`src/rtl/phys_pkg.sv`:
```
// Shared physics types: Q7.25 fixed point, the JOBB body record and the
// pair-scheduler state encoding.
package phys_pkg;

  localparam int FIX_INT  = 7;
  localparam int FIX_FRAC = 25;
  localparam int FIX_W    = FIX_INT + FIX_FRAC;

  typedef logic signed [FIX_W-1:0] fix_t;

  localparam fix_t FIX_ONE = fix_t'(1) <<< FIX_FRAC;

  // Box record: centre and half-extent per axis (x, y, z at index 0..2)
  typedef struct packed {
    fix_t [2:0] center;
    fix_t [2:0] half;
  } jobb_t;

  typedef enum logic [3:0] {
    ST_IDLE,
    ST_SEEK,
    ST_FETCH_A,
    ST_LATCH_A,
    ST_FETCH_B,
    ST_LATCH_B,
    ST_EVAL,
    ST_EMIT,
    ST_DONE
  } sched_state_t;

endpackage

```
`src/rtl/collision_pair_scheduler_if.sv`:
```
// Body-table read port plus the (i, j) contact event stream, seen from the
// scheduler (master) and from the table/response side (slave).
interface collision_pair_scheduler_if #(
  parameter int IDX_W = 3
);
  import phys_pkg::*;

  logic [IDX_W-1:0] body_rd_addr;
  jobb_t            body_rd_data;
  logic             pair_valid;
  logic             pair_ready;
  logic [IDX_W-1:0] pair_a;
  logic [IDX_W-1:0] pair_b;

  modport master (
    output body_rd_addr, pair_valid, pair_a, pair_b,
    input  body_rd_data, pair_ready
  );

  modport slave (
    input  body_rd_addr, pair_valid, pair_a, pair_b,
    output body_rd_data, pair_ready
  );

endinterface

```
`src/rtl/collision_detector.sv`:
```
// Combinational box overlap test: boxes touch only when every axis has
// |ca - cb| strictly below ha + hb.
module collision_detector
  import phys_pkg::*;
(
  input  jobb_t obb_a,
  input  jobb_t obb_b,
  output logic  is_collision
);

  logic [2:0] axis_hit;

  // Two guard bits keep the centre difference and extent sum exact
  for (genvar gi = 0; gi < 3; gi++) begin : g_axis
    logic signed [FIX_W+1:0] ca, cb, ha, hb, diff, mag, reach;
    assign ca    = (FIX_W+2)'($signed(obb_a.center[gi]));
    assign cb    = (FIX_W+2)'($signed(obb_b.center[gi]));
    assign ha    = (FIX_W+2)'($signed(obb_a.half[gi]));
    assign hb    = (FIX_W+2)'($signed(obb_b.half[gi]));
    assign diff  = ca - cb;
    assign mag   = (diff < 0) ? -diff : diff;
    assign reach = ha + hb;
    assign axis_hit[gi] = (mag < reach);
  end

  assign is_collision = &axis_hit;

endmodule

```
`src/rtl/collision_pair_counter.sv`:
```
// Pair index walker: owns (i, j), the row-A-loaded flag, the latched
// activity mask, and derives the eligible / exhausted flags.
module collision_pair_counter #(
  parameter int N_BODIES = 8,
  parameter int IDX_W    = $clog2(N_BODIES)
) (
  input  logic                clk,
  input  logic                rst_n,
  input  logic                init,
  input  logic                advance,
  input  logic                load_a,
  input  logic [N_BODIES-1:0] mask_in,
  output logic [IDX_W-1:0]    idx_i,
  output logic [IDX_W-1:0]    idx_j,
  output logic                a_loaded,
  output logic                eligible,
  output logic                exhausted
);

  localparam logic [IDX_W-1:0] LAST_IDX = IDX_W'(N_BODIES - 1);

  logic [N_BODIES-1:0] mask_reg;

  always_ff @(posedge clk or negedge rst_n) begin
    if (!rst_n) begin
      mask_reg <= '0;
      idx_i    <= '0;
      idx_j    <= '0;
      a_loaded <= 1'b0;
    end else if (init) begin
      mask_reg <= mask_in;
      idx_i    <= '0;
      idx_j    <= IDX_W'(1);
      a_loaded <= 1'b0;
    end else if (advance) begin
      if (idx_j < LAST_IDX) begin
        idx_j <= idx_j + IDX_W'(1);
      end else begin
        // New row: its A record has to be fetched again
        idx_i    <= idx_i + IDX_W'(1);
        idx_j    <= idx_i + IDX_W'(2);
        a_loaded <= 1'b0;
      end
    end else if (load_a) begin
      a_loaded <= 1'b1;
    end
  end

  assign exhausted = (idx_i == LAST_IDX);
  assign eligible  = !exhausted && mask_reg[idx_i] && mask_reg[idx_j];

endmodule

```
`src/rtl/collision_pair_scheduler.sv`:
```
// Frame sequencer sweeping all body pairs i < j through one detector and
// streaming contacts. Optional contact matrix output: COLLISION_MATRIX_EN.
module collision_pair_scheduler
  import phys_pkg::*;
#(
  parameter int N_BODIES = 8,
  parameter int IDX_W    = $clog2(N_BODIES)
) (
  input  logic                      Clk,
  input  logic                      Reset_n,
  input  logic                      start,
  input  logic [N_BODIES-1:0]       active_mask,
  collision_pair_scheduler_if.master bus,
  output logic                      busy,
  output logic                      done,
  output logic [2*IDX_W:0]          contact_count
`ifdef COLLISION_MATRIX_EN
  ,
  output logic [N_BODIES-1:0][N_BODIES-1:0] collision_matrix
`endif
);

  sched_state_t      state;
  logic [IDX_W-1:0]  rd_addr_reg, pair_a_reg, pair_b_reg;
  jobb_t             obb_a, obb_b;
  logic              hit_r, busy_reg, done_reg, run_en;
  logic [2*IDX_W:0]  count_reg;
  logic              is_collision, start_ok;
  logic              ctr_advance, ctr_load_a;
  logic [IDX_W-1:0]  idx_i, idx_j;
  logic              a_loaded, eligible, exhausted;

  // run_en blocks a start that coincides with reset release
  assign start_ok   = start && run_en && (state == ST_IDLE);
  assign ctr_load_a = (state == ST_LATCH_A);

  always_comb begin
    ctr_advance = 1'b0;
    case (state)
      ST_SEEK: ctr_advance = !exhausted && !eligible;
      ST_EVAL: ctr_advance = !is_collision;
      ST_EMIT: ctr_advance = hit_r && bus.pair_ready;
      default: ctr_advance = 1'b0;
    endcase
  end

  collision_pair_counter #(.N_BODIES(N_BODIES), .IDX_W(IDX_W)) u_counter (
    .clk       (Clk),
    .rst_n     (Reset_n),
    .init      (start_ok),
    .advance   (ctr_advance),
    .load_a    (ctr_load_a),
    .mask_in   (active_mask),
    .idx_i     (idx_i),
    .idx_j     (idx_j),
    .a_loaded  (a_loaded),
    .eligible  (eligible),
    .exhausted (exhausted)
  );

  collision_detector u_detector (
    .obb_a        (obb_a),
    .obb_b        (obb_b),
    .is_collision (is_collision)
  );

  always_ff @(posedge Clk or negedge Reset_n) begin
    if (!Reset_n) begin
      state       <= ST_IDLE;
      rd_addr_reg <= '0;
      pair_a_reg  <= '0;
      pair_b_reg  <= '0;
      obb_a       <= '0;
      obb_b       <= '0;
      hit_r       <= 1'b0;
      busy_reg    <= 1'b0;
      done_reg    <= 1'b0;
      run_en      <= 1'b0;
      count_reg   <= '0;
    end else begin
      run_en   <= 1'b1;
      done_reg <= 1'b0;
      case (state)
        ST_IDLE: if (start_ok) begin
          state     <= ST_SEEK;
          busy_reg  <= 1'b1;
          count_reg <= '0;
        end
        ST_SEEK: if (exhausted) begin
          state    <= ST_DONE;
          done_reg <= 1'b1;
        end else if (eligible) begin
          state       <= a_loaded ? ST_FETCH_B : ST_FETCH_A;
          rd_addr_reg <= a_loaded ? idx_j : idx_i;
        end
        ST_FETCH_A: begin
          state       <= ST_LATCH_A;
          rd_addr_reg <= idx_j;
        end
        ST_LATCH_A: begin
          obb_a <= bus.body_rd_data;
          state <= ST_LATCH_B;
        end
        ST_FETCH_B: state <= ST_LATCH_B;
        ST_LATCH_B: begin
          obb_b <= bus.body_rd_data;
          state <= ST_EVAL;
        end
        ST_EVAL: begin
          hit_r <= is_collision;
          if (is_collision) begin
            pair_a_reg <= idx_i;
            pair_b_reg <= idx_j;
            count_reg  <= count_reg + 1'b1;
            state      <= ST_EMIT;
          end else begin
            state <= ST_SEEK;
          end
        end
        ST_EMIT: if (bus.pair_ready) begin
          hit_r <= 1'b0;
          state <= ST_SEEK;
        end
        ST_DONE: begin
          busy_reg <= 1'b0;
          state    <= ST_IDLE;
        end
        default: state <= ST_IDLE;
      endcase
    end
  end

  assign bus.body_rd_addr = rd_addr_reg;
  assign bus.pair_valid   = hit_r;
  assign bus.pair_a       = pair_a_reg;
  assign bus.pair_b       = pair_b_reg;
  assign busy             = busy_reg;
  assign done             = done_reg;
  assign contact_count    = count_reg;

`ifdef COLLISION_MATRIX_EN
  logic [N_BODIES-1:0][N_BODIES-1:0] matrix_reg;

  always_ff @(posedge Clk or negedge Reset_n) begin
    if (!Reset_n) begin
      matrix_reg <= '0;
    end else if (start_ok) begin
      matrix_reg <= '0;
    end else if (state == ST_EVAL && is_collision) begin
      matrix_reg[idx_i][idx_j] <= 1'b1;
      matrix_reg[idx_j][idx_i] <= 1'b1;
    end
  end

  assign collision_matrix = matrix_reg;
`endif

endmodule
```
`src/flat_wrapper.sv`:
```
// flat-port wrapper written by rule: the top's interface ports become plain ports
module collision_pair_scheduler_flat import phys_pkg::*;
#(
  parameter int N_BODIES = 8,
  parameter int IDX_W    = $clog2(N_BODIES)
)
  (Clk, Reset_n, start, active_mask, busy, done, contact_count, bus_body_rd_addr, bus_pair_valid, bus_pair_a, bus_pair_b, bus_body_rd_data, bus_pair_ready);
  collision_pair_scheduler_if #(.IDX_W(IDX_W)) bus_i ();
  input  logic Clk;
  input  logic Reset_n;
  input  logic start;
  input  logic [N_BODIES-1:0] active_mask;
  output logic busy;
  output logic done;
  output logic [2*IDX_W:0] contact_count;
  output wire logic [$bits(bus_i.body_rd_addr)-1:0] bus_body_rd_addr;
  output wire logic [$bits(bus_i.pair_valid)-1:0] bus_pair_valid;
  output wire logic [$bits(bus_i.pair_a)-1:0] bus_pair_a;
  output wire logic [$bits(bus_i.pair_b)-1:0] bus_pair_b;
  input wire logic [$bits(bus_i.body_rd_data)-1:0] bus_body_rd_data;
  input wire logic [$bits(bus_i.pair_ready)-1:0] bus_pair_ready;
  assign bus_body_rd_addr = bus_i.body_rd_addr;
  assign bus_pair_valid = bus_i.pair_valid;
  assign bus_pair_a = bus_i.pair_a;
  assign bus_pair_b = bus_i.pair_b;
  assign bus_i.body_rd_data = bus_body_rd_data;
  assign bus_i.pair_ready = bus_pair_ready;
  collision_pair_scheduler #(.N_BODIES(N_BODIES), .IDX_W(IDX_W)) u_core (.Clk(Clk), .Reset_n(Reset_n), .start(start), .active_mask(active_mask), .bus(bus_i), .busy(busy), .done(done), .contact_count(contact_count));
endmodule
```
`config.mk`:
```
export PLATFORM = sky130hd
export DESIGN_NAME = collision_pair_scheduler_flat
export DESIGN_NICKNAME = d
export VERILOG_FILES = /design/src/rtl/phys_pkg.sv /design/src/rtl/collision_pair_scheduler_if.sv /design/src/rtl/collision_detector.sv /design/src/rtl/collision_pair_counter.sv /design/src/rtl/collision_pair_scheduler.sv /design/src/flat_wrapper.sv
export SDC_FILE = /design/constraint.sdc
export NUM_CORES = 1
export LEC_CHECK = 0
export ABC_CLOCK_PERIOD_IN_PS = 16129
export BUFFER_PORTS_ARGS = -buffer_cell sky130_fd_sc_hd__clkbuf_2
export CAP_MARGIN = 25
export CELL_PAD_IN_SITES_DETAIL_PLACEMENT = 1
export CELL_PAD_IN_SITES_GLOBAL_PLACEMENT = 1
export CORE_ASPECT_RATIO = 0.8
export CORE_MARGIN = 2
export CORE_UTILIZATION = 41
export DETAILED_ROUTE_END_ITERATION = 10
export PLACE_DENSITY = 0.69
export SETUP_SLACK_MARGIN = 0.15
export SYNTH_ARGS = -nofsm -noshare
export SYNTH_HDL_FRONTEND = slang
export SYNTH_SLANG_ARGS = --single-unit
```
`constraint.sdc`:
```
create_clock -name Clk -period 16.13 [get_ports Clk]
set_input_delay 0.8065 -clock Clk [delete_from_list [all_inputs] [get_ports Clk]]
set_output_delay 0.8065 -clock Clk [all_outputs]
set_load 0.005 [all_outputs]
```
==> results by group <==
STA
  – Final Hold Vio Count: 0
  – Worst-margin pin slew: 0.985 ns
  – Final slew viol count: 0
  – Unrepaired setup endpoints after global routing: false
  – Fin crit share: 46.0%
  – Relative slew margins: 33.9%
  – # setup viols final: 0
  – Worst hold slack: 0.176 ns
  – Setup TNS: 0 ns
  – Period minus WS final: 7.42 ns
  – Fmax: 135 MHz
  – Clock skew: 0.0261 ns

Logic synthesis
  – Yosys reg bits: 423
  – Number of synthesized flops with an enable pin: 0
  – Netlist cell types: 99
  – Synth top area share: 34.3%
  – Post-synth top area cell: dfrtp_1
  – Cells after Synth: 3251
  – Post-synthesis sequential area ratio: 34.3%
  – Synth area leaders: dfrtp_1, ha_1, mux2_2, o21ai_0, xnor2_1
  – Post-synth top flop: dfrtp_1
  – Mean Syn Cell Area: 9.49 sq um
  – Mapped Area: 30800 sq um
  – Ys Warns: 0
  – Ys async rst share: 100%

Critical path
  – Crit-path max FO: 21
  – Crit Path Category: reg2reg
  – Slowest stage delay, CP: 0.93 ns
  – WP data arrival: 7.96 ns
  – Delay-heaviest family, CP: compound AO/OA/AOI/OAI gates
  – RR Startpoint: u_core.obb_b[128]
  – R2r endpoint: u_core.contact_count[5]
  – Worst path cell trace: ha_1 -> fa_1 -> nand2b_1 -> a21oi_1 -> o211ai_1 -> a31oi_1 -> a211oi_1 -> a311o_1 -> or4_4 -> nor4_4 -> a21oi_1 -> xnor2_1 -> ha_1 -> a21o_1 -> a21o_1 -> a2111oi_0 -> a21boi_0 -> o211ai_1 -> a32o_1 -> or4b_2 -> nor4_1 -> mux2i_1
  – Crit path launch type: register
  – Slowest CP cell: or4b_2
  – Setup crit end kind: register
  – Req. time, crit path: 16.67 ns
  – Worst reg-to-reg path cell count: 22
  – Reg2Reg Setup Slack: 8.71 ns
  – CP Buf/Inv Count: 0

Flow run
  – Max Cap Violations: 0

Drt
  – Routed vias: 25505
  – Post-route ant nets: 0
  – Drt pass-1 iters: 7
  – Starting DRT DRC Count: 1396
  – DR vias/cell: 5.70
  – Drt drc: 0
  – Routed wire length: 91800 microns
  – WL/cell: 20.5 microns

Placement
  – DP Cell Count: 4377
  – Post-DP HPWL: 70900 microns
  – Input/output buffers: 222
  – Gpl congestion: 0.913
  – Placed cell area: 32900 sq um

Floorplanning
  – Initial Utilization: 41.6%
  – Row count: 89
  – Ports: 223
  – Die ar.: 77500 sq um
  – Die H: 249 microns
  – Die X: 311 microns
  – Core area: 74200 sq um

Final layout
  – Final Net Count: 3939
  – Share of layout cells above drive strength 1: 19.7%
  – Fillcell total: 8505
  – Commonest non-fill, non-tap cell in the layout: dfrtp_1
  – Area Overhead vs Synth: 12.7%
  – Commonest non-fill, non-tap cells in the layout: dfrtp_1, ha_1, mux2_2, nand2_1, o21ai_0
  – Final Cell Area: 34700 sq um
  – Non-Filler Instances: 4472

Clocking
  – # clock sinks: 423
  – H-tree depth: 2
  – CTS tree: yes
  – Hold Buf Count CTS: 0
  – Clock buffer count from CTS: 50
  – CTS Root Cell: clkbuf_16
  – Clock latency on the worst-skew pair: 0.62 ns
  – CTS max path bufs: 3
  – Post_cts resized: 0
  – Worst-path clk slew: 0.06 ns
  – Post-CTS setup repair buffer count: 0

Global route
  – Initial antenna violation count: 12
  – Largest net degree at the start of global routing: 142
  – Aggregate global routing overflow: 0
  – Total GRT Usage: 23.5%
  – First-pass GRT wire length: 150000 microns
  – Number of global-route vias before repair: 27244

Min path
  – Hold Crit Class: in2async

Outcome
  – Outcome: finished, final reports clean
-- cell families (layout without fill, tap and decap cells) --
group	Yosys count	after routing	share of synthesized area (%)
AOI/OAI and AO/OA	876	876	18.3
and+or+nand+nor	813	813	13.2
DFF	423	423	34.3
muxes	316	316	11.6
adders and majority gates	304	304	12.5
buffers and inverters	284	501	3.46
xor gates and xnor gates	233	233	6.62
other	2	5	0.0243
-- worst max-delay path by stage --
stage | from | end | slack [ns] | depth (start not counted)
after floorplan | u_core.obb_a[160] | u_core.contact_count[5] | 9.70 | 26
after global placement | u_core.obb_b[128] | u_core.contact_count[5] | 9.02 | 22
after detailed placement | u_core.obb_a[160] | u_core.contact_count[5] | 8.73 | 25
after CTS | u_core.obb_b[128] | u_core.contact_count[5] | 8.71 | 22
after global routing | u_core.obb_a[160] | u_core.contact_count[5] | 8.11 | 25
final | u_core.obb_b[128] | u_core.contact_count[5] | 8.71 | 22
-- worst reg2reg max path: stages, from the launching register on --
cell	delay (ns)
dfrtp_1	0.38
ha_1	0.24
fa_1	0.42
nand2b_1	0.18
a21oi_1	0.44
o211ai_1	0.21
a31oi_1	0.30
a211oi_1	0.12
a311o_1	0.39
or4_4	0.60
nor4_4	0.33
a21oi_1	0.14
xnor2_1	0.17
ha_1	0.33
a21o_1	0.17
a21o_1	0.16
a2111oi_0	0.41
a21boi_0	0.22
o211ai_1	0.17
a32o_1	0.33
or4b_2	0.93
nor4_1	0.46
mux2i_1	0.24
-- cell usage after synthesis, types with 10 or more instances --
| cell type | number |
|---|---|
| a2111oi_0 | 10 |
| a211o_1 | 14 |
| a211oi_1 | 29 |
| a21o_1 | 104 |
| a21oi_1 | 219 |
| a31oi_1 | 47 |
| a41oi_1 | 11 |
| and2_1 | 22 |
| and3_1 | 27 |
| clkbuf_1 | 111 |
| dfrtp_1 | 423 |
| ha_1 | 298 |
| inv_1 | 170 |
| mux2_2 | 294 |
| mux2i_1 | 18 |
| nand2_1 | 278 |
| nand2b_1 | 43 |
| nand3_1 | 55 |
| nand4_1 | 32 |
| nor2_1 | 163 |
| nor2b_1 | 24 |
| nor3_1 | 53 |
| nor4_1 | 15 |
| o211ai_1 | 18 |
| o21a_1 | 33 |
| o21ai_0 | 237 |
| o21bai_1 | 17 |
| o31ai_1 | 17 |
| or2_2 | 13 |
| or3_1 | 22 |
| xnor2_1 | 130 |
| xor2_1 | 103 |
-- metrics by stage --
step                util, %  setup slack [ns]
CTS                    46.7              8.71
floorplan                 -              9.70
global route           46.9              8.11
finish                 46.9              8.71
global placement       44.4              9.02
detailed placement     44.4              8.73
-- layout make-up --
| cell class | instances | area [sq um] | share of cell area (%) |
|---|---|---|---|
| timing repair buffer | 240 | 1330 | 3.82 |
| clock inverter | 21 | 248 | 0.713 |
| clock buffer | 70 | 1470 | 4.22 |
| inverter | 170 | 638 | 1.84 |
| sequential | 423 | 10600 | 30.5 |
| antenna | 1 | 2.50 | 0.00720 |
| multi-input combinational | 2546 | 19200 | 55.3 |
| tap | 1001 | 1250 | 3.60 |
-- routing by layer --
metal,vias up,part of all wire (%),wire [microns],track usage [%]
li1,12149,-,-,-
met1,12806,49,44600,33.5
met2,421,45,41400,37.8
met3,111,4.5,4130,3.83
met4,18,1.7,1560,4.79
met5,-,0.12,113,0
Power is not shown: default switching activity piles up to over one toggle a cycle in this logic, so the estimate is an artifact.
